$ cat src/rtl/cic_decim_mc.sv
// Multi-channel CIC decimator control. Each tagged input sample advances its
// channel's phase counter and every dcef-th sample is forwarded with one cycle of latency.

module cic_decim_mc_ch #(
  parameter int CNT_W    = 8,
  parameter int DEF_DCEF = 16
) (
  input  logic             CLK,
  input  logic             nRST,
  input  logic             cfg_hit,
  input  logic [CNT_W-1:0] cfg_dcef,
  input  logic             clr,
  input  logic             smp,
  output logic             fire
);
  logic [CNT_W-1:0] dcef, cnt;
  logic             wrap;

  // dcef is never 0 (rejected at the config port), so dcef-1 cannot underflow.
  assign wrap = (cnt == dcef - CNT_W'(1));
  assign fire = smp && wrap && !cfg_hit && !clr;

  always_ff @(posedge CLK or negedge nRST) begin
    if (!nRST) begin
      dcef <= CNT_W'(DEF_DCEF);
      cnt  <= '0;
    end else if (cfg_hit) begin
      dcef <= cfg_dcef;
      cnt  <= '0;
    end else if (clr) begin
      cnt <= '0;
    end else if (smp) begin
      cnt <= wrap ? '0 : cnt + CNT_W'(1);
    end
  end
endmodule

module cic_decim_mc #(
  parameter int DATA_W   = 37,
  parameter int NUM_CH   = 16,
  parameter int CH_W     = 4,
  parameter int CNT_W    = 8,
  parameter int DEF_DCEF = 16
) (
  input  logic              CLK,
  input  logic              nRST,
  input  logic              cfg_wr,
  input  logic              cfg_all,
  input  logic [CH_W-1:0]   cfg_ch,
  input  logic [CNT_W-1:0]  cfg_dcef,
  output logic              cfg_done,
  output logic              cfg_err,
  input  logic              sync_clr,
  input  logic [DATA_W-1:0] din,
  input  logic              din_valid,
  input  logic [CH_W-1:0]   din_ch,
  output logic [DATA_W-1:0] dout,
  output logic              dout_valid,
  output logic [CH_W-1:0]   dout_ch
);
  localparam logic [CH_W:0] NCH = (CH_W+1)'(NUM_CH);

  logic              cfg_ok, din_ok;
  logic [NUM_CH-1:0] fire;

  assign cfg_ok = cfg_wr && (|cfg_dcef) && (cfg_all || ({1'b0, cfg_ch} < NCH));
  assign din_ok = din_valid && ({1'b0, din_ch} < NCH);

  for (genvar c = 0; c < NUM_CH; c++) begin : g_ch
    cic_decim_mc_ch #(.CNT_W(CNT_W), .DEF_DCEF(DEF_DCEF)) u_ch (
      .CLK      (CLK),
      .nRST     (nRST),
      .cfg_hit  (cfg_ok && (cfg_all || cfg_ch == CH_W'(c))),
      .cfg_dcef (cfg_dcef),
      .clr      (sync_clr),
      .smp      (din_ok && din_ch == CH_W'(c)),
      .fire     (fire[c])
    );
  end

  // At most one channel fires per cycle since only one sample arrives.
  always_ff @(posedge CLK or negedge nRST) begin
    if (!nRST) begin
      dout       <= '0;
      dout_ch    <= '0;
      dout_valid <= 1'b0;
      cfg_done   <= 1'b0;
      cfg_err    <= 1'b0;
    end else begin
      dout_valid <= |fire;
      cfg_done   <= cfg_ok;
      cfg_err    <= cfg_wr && !cfg_ok;
      if (|fire) begin
        dout    <= din;
        dout_ch <= din_ch;
      end
    end
  end
endmodule

$ cat config.mk
export PLATFORM = sky130hd
export DESIGN_NAME = cic_decim_mc
export DESIGN_NICKNAME = d
export VERILOG_FILES = /design/src/rtl/cic_decim_mc.sv
export SDC_FILE = /design/constraint.sdc
export NUM_CORES = 1
export LEC_CHECK = 0
export ABC_AREA = 1
export ABC_CLOCK_PERIOD_IN_PS = 2100
export CAP_MARGIN = 40
export CORE_MARGIN = 2
export CORE_UTILIZATION = 55
export DETAILED_ROUTE_END_ITERATION = 10
export PLACE_DENSITY = 0.77
export SYNTH_ARGS = -nofsm -noshare
export SYNTH_HDL_FRONTEND = slang
export SYNTH_SLANG_ARGS = --single-unit
$ cat constraint.sdc
create_clock -name CLK -period 2.1 [get_ports CLK]
set_clock_uncertainty 0.05 [all_clocks]
set_input_delay 0.21 -clock CLK [delete_from_list [all_inputs] [get_ports CLK]]
set_output_delay 0.21 -clock CLK [all_outputs]
set_load 0.03 [all_outputs]
==> flow_summary.json <==
{
  "boundaryPins": 103,
  "fillerInstances": 2376,
  "finalMaxSlewViolations": 0,
  "ctsRootBufferMaster": "clkbuf_16",
  "crit-reg2reg-launch": "g_ch[11].u_ch.dcef[1]",
  "clk_transition_reported_paths_ns": 0.06,
  "final_core_util_pct": 71.7,
  "fin_tns_setup_ns": -10.68,
  "route.vias.total": 17145,
  "die-area_um2": 34000,
  "detail_route.vias_per_cell": 5.38,
  "place.port_buffers": 102,
  "post_synth_num_cell_types": 45,
  "netlist_top_cells_area": "dfrtp_1, nand2_1, inv_1, xor2_1, nand3_1",
  "antenna_found_initial": 0,
  "route.detailed.drc": 0,
  "maximum_clock_frequency_mhz": 409,
  "timing_worst_slew_pin_value_ns": 0.459,
  "p_leak_nw": 11.0,
  "required_ns": 2.49,
  "dieHeight_um": 184,
  "power_share_of_the_sequential_group_pct": 39.3,
  "place_hpwl_um": 33700,
  "power.switching_fraction_pct": 30.8,
  "ir_drop_mv": 0.469,
  "clock-sinks": 300,
  "synth_enable_flop_cells": 0,
  "power.switching_w": 0.00524,
  "failed_checks": "negative setup slack",
  "final.setup.worst_slack_ns": -0.347,
  "max-slew-margin-rel_pct": 69.4,
  "synth_top_cells_by_count": "nand2_1, inv_1, dfrtp_1",
  "tritoncts": "built",
  "uppermost_metal_layer_occupied_by_signal_nets": "met4",
  "ys_warn_count": 0,
  "layout.nets": 2810,
  "die_width_um": 184,
  "post-route-min-period_ns": 2.45,
  "synth_most_common_cell": "nand2_1",
  "grt_pass1_wl_um": 80200,
  "r2r_cells": 19,
  "syn_area_um2": 17900,
  "finalSetupViolations": 42,
  "cp.arrival_ns": 2.84,
  "cts_htree_levels": 2,
  "p_clk_share_pct": 36.3,
  "initial_drt_pass_iterations": 7,
  "ys_ff_latch": 300,
  "setup_repair_after_global_routing_missed_its_margin": "true",
  "cellPowerDensity_nw_per_um2": 734,
  "synth_area_leader": "dfrtp_1",
  "first_iter_violations": 1123,
  "worstSkewPairLatency_ns": 0.52,
  "global_route.usage.total_pct": 29.1,
  "crit_end_element": "register",
  "initial_core_util_pct": 55.5,
  "postRouteAntennaNets": 0,
  "detailroute.wirelength.met2_um": 24200,
  "share_of_cells_above_drive_strength_1_pct": 19.2,
  "routabilityCongestion": 0.930,
  "pin_count_of_the_biggest_net_entering_global_routing": 63,
  "synth-async-reset-ratio_pct": 100,
  "routedWlPerCell_um": 15.6,
  "primary_flip_flop_cell_chosen_by_synthesis_mapping": "dfrtp_1",
  "cellInternalPower_w": 0.0118,
  "dp_cells": 3111,
  "final_hold_vios": 0,
  "timing.max_cap.violations": 0,
  "cts_inserted_buffers": 35,
  "antenna_cells_inserted": 0,
  "met3RoutedLength_um": 2960,
  "instances_no_fill": 3187,
  "timing.final.crit_share_pct": 117,
  "m1WireLength_um": 20600,
  "syn_avg_cell_area_um2": 7.47,
  "synth_nets": 2490,
  "synth_top_cell_area_share_pct": 39.7,
  "leftover_overflow_at_the_end_of_global_routing": 0,
  "synthCells": 2399,
  "fp.coreArea_um2": 32300,
  "relative_area_change_from_synthesis_to_final_layout_pct": 29.2,
  "result_of_the_run": "complete, but fails checks",
  "holdCritPathClass": "in -> async",
  "startpoint": "g_ch[11].u_ch.dcef[1]",
  "cp_max_fanout": 5,
  "post_dp_cell_area_um2": 21000,
  "first_global_vias": 16601,
  "wl_um": 49800,
  "std_cell_rows": 66,
  "timing.setup.critical_path_class": "reg -> reg",
  "postLayoutCellArea_um2": 23100,
  "cp-start-kind": "register",
  "cts_max_path_bufs": 3,
  "synth_seq_area_share_pct": 42.0,
  "p_comb_share_pct": 24.4
}
-- cell type report --
| type | count | area, µm² | area share, % |
|---|---|---|---|
| clock inverters | 13 | 143 | 0.616 |
| clock buffers | 50 | 1010 | 4.38 |
| well taps | 442 | 553 | 2.39 |
| inverters | 311 | 1170 | 5.04 |
| repair buffers | 333 | 3060 | 13.2 |
| flip-flops and latches | 300 | 7530 | 32.5 |
| multi-input cells | 1738 | 9680 | 41.8 |
-- kinds of logic (layout without fill, tap and decap cells) --
logic type / Yosys count / after routing / share of synthesized area (%)
and+or+nand+nor: 1218 / 1218 / 29.3
buffers and inverters: 361 / 707 / 8.05
DFF: 300 / 300 / 42.0
AOI/OAI and AO/OA: 297 / 297 / 9.09
xor gates and xnor gates: 191 / 191 / 9.34
adders and majority gates: 32 / 32 / 2.24
-- placed cells by master (no fill, tap or decap), types with 26 or more instances in the layout --
master and instances:
buf_4 201, clkbuf_16 37, clkdlybuf4s50_1 101, dfrtp_1 284, inv_1 274, inv_2 36
nand2_1 641, nand2_2 36, nand3_1 172, nand3_2 51, nand4_1 30, nor2_1 173
nor2_2 29, nor3_1 26, o21ai_0 187, o22ai_1 66, xnor2_1 65, xor2_1 123
-- registers in the layout (all words and copies together), names as in the netlist --
register        count
dout_valid          1
cfg_err             1
dout_ch             4
dout               37
g_ch.u_ch.dcef    128
cfg_done            1
g_ch.u_ch.cnt     128
-- power groups by stage --
stage                     registers [W]  clock network (W)  logic [W]
after floorplan                 0.00686                  0    0.00204
after global routing            0.00673            0.00652    0.00461
after CTS                       0.00664            0.00625    0.00393
after detailed placement        0.00672                  0    0.00373
after global placement          0.00671                  0    0.00360
final                           0.00667            0.00617    0.00415
-- worst max-delay path, cell delays in order (launching register included) --
cell      delay, ns
dfrtp_1        0.40
inv_2          0.06
ha_4           0.28
inv_2          0.04
nand2_1        0.05
nand2_1        0.06
nand2_1        0.07
nor2_2         0.04
nand3_1        0.07
nor2_1         0.05
buf_4          0.14
nand3_2        0.06
nand2_2        0.08
nor2_4         0.14
nand3_2        0.10
o21bai_4       0.23
buf_12         0.18
buf_16         0.14
nand2_1        0.07
nand2_1        0.07
-- worst paths after layout --
path	to	slack, ns
setup / recovery	dout[1]	-0.35
hold / removal	g_ch[5].u_ch.cnt[2]	0.17
setup reg to reg	dout[1]	-0.35
hold reg to reg	dout[10]	0.43
max in group asynchronous	g_ch[14].u_ch.dcef[4]	1.08
min in group CLK	dout[25]	0.22
-- layer usage --
metal | vias to the layer above | GRT usage, %
li1 | 8315 | -
met1 | 8141 | 36.6
met2 | 548 | 50.2
met3 | 141 | 4.37
met4 | 0 | 12.2
met5 | - | 0
-- through the flow --
stage / hold slack [ns] / worst slack, ns / power, W
2_1_floorplan: -0.136 / 0.0164 / 0.00891
3_3_place_gp: 0.121 / -0.331 / 0.0103
3_5_place_dp: 0.123 / -0.398 / 0.0104
4_1_cts: 0.179 / -0.206 / 0.0168
5_1_grt: 0.208 / -0.476 / 0.0179
6_report: 0.172 / -0.347 / 0.0170
-- timing repair --
action                                  4_1_cts  5_1_grt
resized for setup                           112      113
hold buffers                                  1        0
buffers inserted                              5        4
pin swaps                                    24       38
endpoints found under the hold margin        80        0
cloned                                        5        0
endpoints found under the setup margin       61      127
(Power assumes the default switching activity.)
==> RTL change, RTL diff (same settings) <==
Change the parameter `NUM_CH` from 16 to 17.
--- a/src/rtl/cic_decim_mc.sv
+++ b/src/rtl/cic_decim_mc.sv
@@ -37,7 +37,7 @@
 
 module cic_decim_mc #(
   parameter int DATA_W   = 37,
-  parameter int NUM_CH   = 16,
+  parameter int NUM_CH   = 17,
   parameter int CH_W     = 4,
   parameter int CNT_W    = 8,
   parameter int DEF_DCEF = 16
Function: same outputs for any inputs over 4 cycles, from zero or initial values and one cycle with nRST low; that may be too few to reach the edited logic, so the function may still have changed.
==> RTL change against the unedited design <==
The flow still finishes with violations (setup timing); synthesized area increased by 4.3%; routed wire length increased by 10%; setup slack got worse by 130 ps; sequential cell count rose by 8; power is 4.2% higher; die area rose by 4.2%; cell area is 5.6% higher; critical endpoint is now dout[33]; largest cell class unchanged; largest power group unchanged; highest routed layer unchanged.
==> RTL change: results (changes against the unedited design) <==
[cts]
clk_latency_ps=540  ; +20 ps

[logic_synthesis]
synth-seq-cells=308  ; +2.7%
synth.distinct_cells=44  ; -2.2%
seq_area_frac_synth=0.4138  ; -0.006456
netlist_top_cells_area=dfrtp_1 39%, nand2_1 15%, inv_1 6.7%
synthesis.nets=2643  ; +6.1%
synth_common_cells=722 x nand2_1, 334 x inv_1, 292 x dfrtp_1, 231 x nor2_1, 223 x nand3_1
synth_area_per_cell_um2=7.320  ; -2.0%
async_flop_share=1.000  ; unchanged

[grt]
grt_pass1_vias=17620  ; +6.1%
grt_max_degree=69  ; +9.5%
grt_usage=0.2941  ; +0.002630
grt_pass1_wl_mm=85.44  ; +6.6%

[floorplanning]
dieArea_um2=35440  ; +4.2%

[final_layout]
n_all_buffers=366  ; +9.9%
multiInputGateArea_um2=10300  ; +6.4%
clkCellAreaFrac=0.04565  ; -0.004345
drive_above_1_share=0.2106  ; +0.01861
clockBufferCount=48  ; -4.0%
inverters=357  ; +15%
nNetsFinal=2993  ; +6.5%
top_regs=g_ch.u_ch.cnt: 136 flops, g_ch.u_ch.dcef: 128 flops, dout: 37 flops
multi_input_cells=1833  ; +5.5%
fill_cells=2396  ; +0.84%

[route]
drt-total-wl_mm=54.77  ; +10%
viasPerCell=5.439  ; +1.1%
firstDrtPassIters=6  ; -1

[timing]
setup_viol=71  ; +69%
whs_ps=170.0  ; -1.880 ps
setup_tns_ps=-19970  ; -9293 ps
timing.final.ws_setup_ps=-481.7  ; -134.3 ps
worst_pin_slew_ps=548.7  ; +89.91 ps

[pwr]
power.switching_mw=5.700  ; +8.9%
power_frac_comb=0.263  ; +0.019
sequentialPower_mw=6.95  ; +4.2%
pwr-share-seq=0.392  ; about the same
ir_drop_uv=707.3  ; +51%
p_leak_nw=11.72  ; +6.4%

[placement]
dp_cells=3267  ; +5.0%
gp_congestion=0.8985  ; -3.4%
post-place-ws_ps=-518.9  ; -121.2 ps
dp_hpwl_mm=35.24  ; +4.5%
placed_area_um2=21720  ; +3.5%

[worst_setup_path]
critical_path.slowest_cell=dfrtp_1
arrival_ps=3000  ; +160 ps
r2r-end=dout[33]
startpoint=g_ch[10].u_ch.dcef[0]

[run_status]
violations=setup timing
status=finished, violations left

-- RTL change: cell types whose count changed in the layout (fill, tap and decap cells not counted), sizes merged, moves of 11 or more --
cell   change
buf       +30
inv       +49
nand2     +56
nor2      +34
o21ai     -11
o22ai     +11
o32ai     +13
xnor2     -18
-- RTL change: timing repair --
item | in CTS | in global routing
endpoints found under the hold margin | 61 | 0
hold buffers | 1 | 0
resized for setup | 93 | 198
pin swaps | 33 | 68
buffers inserted | 26 | 15
gates cloned | 7 | 3
endpoints found under the setup margin | 61 | 135
-- RTL change: kinds of logic after synthesis --
group                      after synthesis  synth area share
AOI/OAI and AO/OA                      314           0.09581
and+or+nand+nor                       1308            0.2982
xor gates and xnor gates               177           0.08301
muxes                                    1         0.0005360
buffers and inverters                  410           0.08657
DFF                                    308            0.4138
adders and majority gates               33           0.02211
-- RTL change: routing by layer --
layer,share of wire,GRT usage
met4,0.037,0.09812
met2,0.49,0.5109
met5,0,0
met1,0.41,0.3795
met3,0.060,0.03911
